File: src/rtl/dcd_search_ctrl.sv
// Search sequencer for the per-bin SAT engine: decide -> propagate -> analyse -> backtrack
// until all variables are assigned (SAT) or a level-0 conflict is found (UNSAT).
module dcd_search_ctrl #(
  parameter int NUM_VARS  = 8,
  parameter int WIDTH_LVL = 16,
  parameter int WIDTH_CNT = 16
) (
  input  logic                 clk,
  input  logic                 rst,
  input  logic                 start_i,
  input  logic                 abort_i,
  input  logic [WIDTH_LVL-1:0] start_lvl_i,
  output logic                 load_lvl_en_o,
  output logic [WIDTH_LVL-1:0] load_lvl_o,
  output logic                 decision_pulse_o,
  input  logic                 decision_done_i,
  input  logic [NUM_VARS-1:0]  index_decided_i,
  input  logic [WIDTH_LVL-1:0] cur_lvl_i,
  output logic                 apply_bkt_o,
  output logic [WIDTH_LVL-1:0] bkt_lvl_o,
  output logic                 bcp_start_o,
  input  logic                 bcp_done_i,
  input  logic                 conflict_i,
  output logic                 ana_start_o,
  input  logic                 ana_done_i,
  input  logic [WIDTH_LVL-1:0] ana_lvl_i,
  output logic                 busy_o,
  output logic                 done_o,
  output logic                 sat_o,
  output logic                 unsat_o,
  output logic [WIDTH_CNT-1:0] n_dec_o,
  output logic [WIDTH_CNT-1:0] n_cfl_o
);

  typedef enum logic [3:0] {
    S_IDLE, S_LOAD, S_BCP, S_W_BCP, S_DEC, S_W_DEC, S_ANA, S_W_ANA, S_BKT, S_FIN
  } state_t;

  state_t state, state_nxt;

  logic load_en_nxt, dec_nxt, bkt_nxt, bcp_nxt, ana_nxt, busy_nxt, done_nxt;
  logic accept, cfl_hit, dec_hit, fin_enter;

  assign accept    = (state == S_IDLE) && start_i && !abort_i;
  assign cfl_hit   = (state == S_W_BCP) && bcp_done_i && conflict_i && !abort_i;
  assign dec_hit   = (state == S_W_DEC) && decision_done_i && (index_decided_i != '0) && !abort_i;
  assign fin_enter = (state_nxt == S_FIN);

  always_ff @(posedge clk) begin
    if (!rst) state <= S_IDLE;
    else      state <= state_nxt;
  end

  always_comb begin
    state_nxt = state;
    if (abort_i) begin
      state_nxt = S_IDLE;
    end else begin
      unique case (state)
        S_IDLE:  if (start_i) state_nxt = S_LOAD;
        S_LOAD:  state_nxt = S_BCP;
        S_BCP:   state_nxt = S_W_BCP;
        S_W_BCP: if (bcp_done_i) begin
                   if (!conflict_i)          state_nxt = S_DEC;
                   else if (cur_lvl_i == '0) state_nxt = S_FIN;
                   else                      state_nxt = S_ANA;
                 end
        S_DEC:   state_nxt = S_W_DEC;
        S_W_DEC: if (decision_done_i)
                   state_nxt = (index_decided_i == '0) ? S_FIN : S_BCP;
        S_ANA:   state_nxt = S_W_ANA;
        S_W_ANA: if (ana_done_i) state_nxt = S_BKT;
        S_BKT:   state_nxt = S_BCP;
        S_FIN:   state_nxt = S_IDLE;
        default: state_nxt = S_IDLE;
      endcase
    end
  end

  // Strobes are decoded from the next state and registered, so each is high exactly while in its state.
  always_comb begin
    load_en_nxt = (state_nxt == S_LOAD);
    bcp_nxt     = (state_nxt == S_BCP);
    dec_nxt     = (state_nxt == S_DEC);
    ana_nxt     = (state_nxt == S_ANA);
    bkt_nxt     = (state_nxt == S_BKT);
    done_nxt    = (state_nxt == S_FIN);
    busy_nxt    = (state_nxt != S_IDLE);
  end

  always_ff @(posedge clk) begin
    if (!rst) begin
      load_lvl_en_o    <= 1'b0;
      decision_pulse_o <= 1'b0;
      apply_bkt_o      <= 1'b0;
      bcp_start_o      <= 1'b0;
      ana_start_o      <= 1'b0;
      busy_o           <= 1'b0;
      done_o           <= 1'b0;
      sat_o            <= 1'b0;
      unsat_o          <= 1'b0;
      load_lvl_o       <= '0;
      bkt_lvl_o        <= '0;
      n_dec_o          <= '0;
      n_cfl_o          <= '0;
    end else begin
      load_lvl_en_o    <= load_en_nxt;
      decision_pulse_o <= dec_nxt;
      apply_bkt_o      <= bkt_nxt;
      bcp_start_o      <= bcp_nxt;
      ana_start_o      <= ana_nxt;
      busy_o           <= busy_nxt;
      done_o           <= done_nxt;

      if (accept) begin
        sat_o      <= 1'b0;
        unsat_o    <= 1'b0;
        n_dec_o    <= '0;
        n_cfl_o    <= '0;
        load_lvl_o <= start_lvl_i + 1'b1;
      end
      if (cfl_hit && (n_cfl_o != '1)) n_cfl_o <= n_cfl_o + 1'b1;
      if (dec_hit && (n_dec_o != '1)) n_dec_o <= n_dec_o + 1'b1;
      if ((state == S_W_ANA) && ana_done_i && !abort_i) bkt_lvl_o <= ana_lvl_i + 1'b1;
      if (fin_enter) begin
        sat_o   <= (state == S_W_DEC);
        unsat_o <= (state == S_W_BCP);
      end
    end
  end

endmodule

File: config.mk
export PLATFORM = sky130hd
export DESIGN_NAME = dcd_search_ctrl
export DESIGN_NICKNAME = d
export VERILOG_FILES = /design/src/rtl/dcd_search_ctrl.sv
export SDC_FILE = /design/constraint.sdc
export NUM_CORES = 1
export LEC_CHECK = 0
export CORE_MARGIN = 5
export CORE_UTILIZATION = 45
export CTS_CLUSTER_SIZE = 30
export DETAILED_ROUTE_END_ITERATION = 12
export PLACE_DENSITY_LB_ADDON = 0.05
export SYNTH_ARGS = -nofsm -noshare
export SYNTH_HDL_FRONTEND = slang
export SYNTH_SLANG_ARGS = --single-unit
export TNS_END_PERCENT = 10
File: constraint.sdc
create_clock -name clk -period 2.9 [get_ports clk]
set_input_delay 0.58 -clock clk [delete_from_list [all_inputs] [get_ports clk]]
set_output_delay 0.58 -clock clk [all_outputs]
set_load 0.005 [all_outputs]
[Yosys cells after proc, flatten, opt, wreduce, memory -nomap -nowiden]
Cells that the tools add are included.
Storage, ports and cells
  bits in registers: 77
  input bits: 64
  output and inout port bits: 73
  logic and storage cells: 71
Operators by class
  add/sub/neg operators: 4
  equality and inequality tests: 16
  muxes and demuxes: 15
  reduce and logical (&&, ||, !) cells: 22
Operators by type and width (number)
  adder 16 x 1 -> 16 bit (second input constant): 4
  2-to-1 mux 16 bit: 3
  2-to-1 mux 4 bit: 8
  inequality test 16 bit (second input constant): 2
  one-hot mux 4 bit (8 select lines): 1
  == test 4 x 3 -> 1 bit (second input constant): 6
  zero test 16 bit: 1
  == test 4 x 2 -> 1 bit (second input constant): 3
  == test 4 bit (second input constant): 3
  logical AND 1 bit: 12
  == test 4 x 1 -> 1 bit (second input constant): 2
  zero test 8 bit: 1
  nonzero test 8 bit: 1
  nonzero test 2 bit: 3
  zero test 4 bit: 1
  nonzero test 4 bit: 1
  2-to-1 mux 1 bit: 3
  OR reduction 2 bit: 1
  zero test 1 bit: 1

[Longest topological paths before layout]
  depth in word-level cells: 8
  mapped depth: 8
  gate-level depth less buffers: 6

[Worst setup path after synthesis]
No wires, ideal clock.
  kind: input to register
  from: input index_decided_i[5]
  to: register busy_o
  setup time: 0.125 ns
  arrival time: 2.146 ns
  data required time: 2.775 ns
  path slack: 0.629 ns
  stages on the path: 5
  path buffers: 0
  cell sequence: or4_4 -> o211ai_2 -> a21oi_2 -> or3_4 -> o41a_1
Between the ends
  word-level cells in the longest chain between the ends: 6
Ends and longest elaborated chain
  start: declaration: line 17  | input logic [NUM_VARS-1:0] index_decided_i,
  zero test 8 bit: line 70  | state_nxt = (index_decided_i == '0) ? S_FIN : S_BCP;
  2-to-1 mux 4 bit: line 70
  2-to-1 mux 4 bit: line 69  | S_W_DEC: if (decision_done_i)
  one-hot mux 4 bit (8 select lines): line 59  | unique case (state)
  2-to-1 mux 4 bit: line 56  | if (abort_i) begin
  nonzero test 4 bit: line 88  | busy_nxt = (state_nxt != S_IDLE);
  end signal: assignment: line 112  | busy_o <= busy_nxt;
  end: declaration: line 27  | output logic busy_o,
No other way between the ends.
A chain may end at the register's enable or synchronous reset.

[Worst setup path after layout]
  from: register n_cfl_o[0]
  to: register n_cfl_o[3]
Between the ends
  word-level cells in the longest chain between the ends: 3
  elaborated cells between the ends (all ways): 5
  those cells by class: add/sub: 1; eq/ne: 1; mux: 1; reduce/logical: 2
Ends and longest elaborated chain
  start: declaration: line 32  | output logic [WIDTH_CNT-1:0] n_cfl_o
  start signal: assignment: line 122  | if (cfl_hit && (n_cfl_o != '1)) n_cfl_o <= n_cfl_o + 1'b1;
  parallel branches: the longest is 3 deep, another holds adder 16 x 1 -> 16 bit
Parallel ways; which one is timed is not known.

==> results_dict.tcl <==
set metrics [dict create \
    syn2layout_area_growth_pct 42.5 \
    grt_usage_pct 21.0 \
    grt_pass1_vias 4124 \
    synth_seq_cells 77 \
    n_antenna_cell 0 \
    cts-htree-levels 3 \
    netlist_area_um2 4060 \
    drv_slew 0 \
    p_per_area_nw_per_um2 390 \
    drt_iter0_drc 167 \
    core_um2 8760 \
    slew_headroom_pct 36.3 \
    rsz0062_at_grt "no" \
    status "finished, final reports clean" \
    drtAntennaViolNets 0 \
    start_util_pct 46.3 \
    final_nets 702 \
    post_dp_cell_area_um2 5550 \
    fin_skew_ns 0.0104 \
    max-clock-path-buffers 2 \
    syn_nets 566 \
    ys_types 57 \
    routed_wl_um 11600 \
    globalRoute.totalOverflow 0 \
    portBuffers 136 \
    cts_tree "yes" \
    p_int_mw 1.74 \
    vias 4255 \
    cp-start-kind "register" \
    setup_viol 0 \
    drc_errors 0 \
    period_needed_ns 2.42 \
    worstMarginPinSlew_ns 0.944 \
    layout_setup_ws_ns 0.481 \
    yosys_most_used_dff "dfxtp_1" \
    worstHoldPathType "reg2reg" \
    min_path_cells 2 \
    finalSetupTns_ns 0 \
    maxCapViolations 0 \
    yosys_warnings 0 \
    dieHeight_um 105 \
    antenna_found_initial 0 \
    avgSynthCellArea_um2 8.15 \
    die_w_um 105 \
    tritoncts_num_sinks 77 \
    ys_async_sr_fraction_pct 0 \
    finalCritPeriodShare_pct 83.4 \
    leakage_nw 1.94 \
    design_area_um2 5780 \
    grt_pass1_wl_um 19600 \
    routed_via_density 5.70 \
    first_pass_iters 4 \
    clock.fmax_mhz 413 \
    crit_fanout 7 \
    cts-root-buf "clkbuf_8" \
    synth_edf_count 0 \
    post_cts_buffers 0 \
    peakVddDrop_mv 0.195 \
    required_ns 3.17 \
    setup.worst_path.end_class "register" \
    io_pins 137 \
    power_switching_mw 0.516 \
    place_ws_ns 0.158 \
    avgRoutedWirePerCell_um 15.6 \
    grt_max_degree 32 \
    arrival_ns 2.69 \
    clk_latency_ns 0.35 \
    path_clk_slew_ns 0.08 \
    place_congestion 0.847 \
    pwr-share-comb_pct 11.9 \
    seqPwrFrac_pct 48.1 \
    reg2regPathDepth 6 \
    swShare_pct 22.8 \
    synth_cells 498 \
    drive_above_1_share_pct 6.57 \
    timing.final.hold_violations 0 \
    dp_hpwl_um 8730 \
    cts-hold-fix-buffers 0 \
    clkPwrFrac_pct 39.9 \
    rows 34 \
    design.die.area_um2 11000 \
    crit_type "reg2reg" \
    yosysSeqAreaShare_pct 38.0 \
    cts_resized 0 \
    numCtsBuffers 9 \
]
-- kinds of logic after synthesis --
| logic type | synth area share (%) |
|---|---|
| mux | 1.23 |
| compound gates | 19.3 |
| fa+ha+maj | 1.23 |
| simple gates | 29.3 |
| xor+xnor | 6.47 |
| buf+inv | 4.53 |
| flops | 38.0 |
-- worst paths after layout --
kind	end	slack, ns	start
max	n_cfl_o[3]	0.48	n_cfl_o[0]
min	sat_o	0.46	sat_o
max reg2reg	n_cfl_o[3]	0.48	n_cfl_o[0]
min reg2reg	sat_o	0.46	sat_o
-- worst max-delay path: stages (launching register included) --
cell     delay [ns]
dfxtp_1        0.42
ha_1           0.23
nand3_1        0.21
or4_1          0.67
a21oi_1        0.48
o21ai_0        0.18
a21oi_1        0.15
-- synth_stat cells, types with 2 or more instances --
cell       number  area [um^2]
a21oi_1        22          110
and3_1         14         87.6
or3_1           7         43.8
xor2_1         18          158
o21ai_0        15         75.1
ha_1            4         50.1
dfxtp_1        77         1540
nor4_1         14         87.6
buf_6           2         22.5
a211oi_1       27          203
o211a_1         2         20.0
nand3b_1        4         30.0
inv_1          12         45.0
nor2_1         53          199
nand2_1        41          154
nand3_1        37          185
o31a_1          3         26.3
o2111ai_1       4         35.0
a31oi_1         5         31.3
o211ai_1        7         52.6
nand4_1        16          100
or4_1           6         45.0
and2_1          6         37.5
clkbuf_1       19         71.3
buf_4           2         15.0
and4_1          3         26.3
xnor2_1        12          105
nand4b_1        2         17.5
nor3_1         16         80.1
a311oi_1        4         35.0
o31ai_1         6         45.0
mux2i_1         5         50.1
o41ai_1         3         26.3
o311ai_0        2         17.5
buf_2           6         30.0
-- final cells by class --
cell class | instances | area (um^2)
clock buffers | 14 | 193
clock inverters | 2 | 37.5
fillers | 780 | 2980
inverters | 12 | 45.0
multi-input cells | 380 | 2340
flip-flops and latches | 77 | 1540
well taps | 108 | 135
repair buffers | 154 | 1500
-- metal layers --
metal  wire (um)  track usage [%]  part of all wire, %  up-vias
met4         175             8.31                  1.5        0
li1            -                -                    -     2130
met1        5150             27.1                   44     1984
met3         726             5.18                  6.2       16
met2        5600             33.7                   48      125
met5           0                0                    0        -
-- state kept, by name, indices dropped and copies added (netlist names) --
name and cells:
apply_bkt_o 1, n_cfl_o 16, state 4, unsat_o 1, bkt_lvl_o 16, sat_o 1
decision_pulse_o 1, done_o 1, ana_start_o 1, n_dec_o 16, busy_o 1, load_lvl_en_o 1
bcp_start_o 1, load_lvl_o 16
-- cell usage in the layout (no fill, tap or decap), drive strengths merged, types with 4 or more instances in the layout --
cell type	instances
nand3b	4
o2111ai	4
a311oi	4
a31oi	5
clkbuf	14
nor3	16
and2	7
or3	8
and3	14
buf	18
xnor2	12
nand3	37
nor2	53
mux2i	5
dfxtp	77
or4	7
xor2	18
o211ai	8
ha	4
o31ai	6
nor4	15
inv	11
clkdlybuf4s50	136
o21ai	15
a21oi	23
nand2	41
nand4	16
a211oi	27
-- per-stage QoR --
stage | hold WS, ns | power, mW | cells | util (%)
after floorplan | 0.453 | 1.21 | 498 | -
after global placement | 0.444 | 1.38 | 731 | 63.4
after detailed placement | 0.458 | 1.38 | 731 | 63.4
after CTS | 0.469 | 2.29 | 747 | 66.0
after global routing | 0.485 | 2.36 | 747 | 66.0
final | 0.464 | 2.26 | 747 | 66.0
-- power groups by stage --
stage	clock network, mW	registers (mW)	logic, mW
3_3_place_gp	0	1.11	0.265
4_1_cts	0.928	1.09	0.270
5_1_grt	0.980	1.09	0.294
6_report	0.902	1.09	0.269
2_1_floorplan	0	1.11	0.103
3_5_place_dp	0	1.11	0.269
Power figures use the tool's default switching activity.
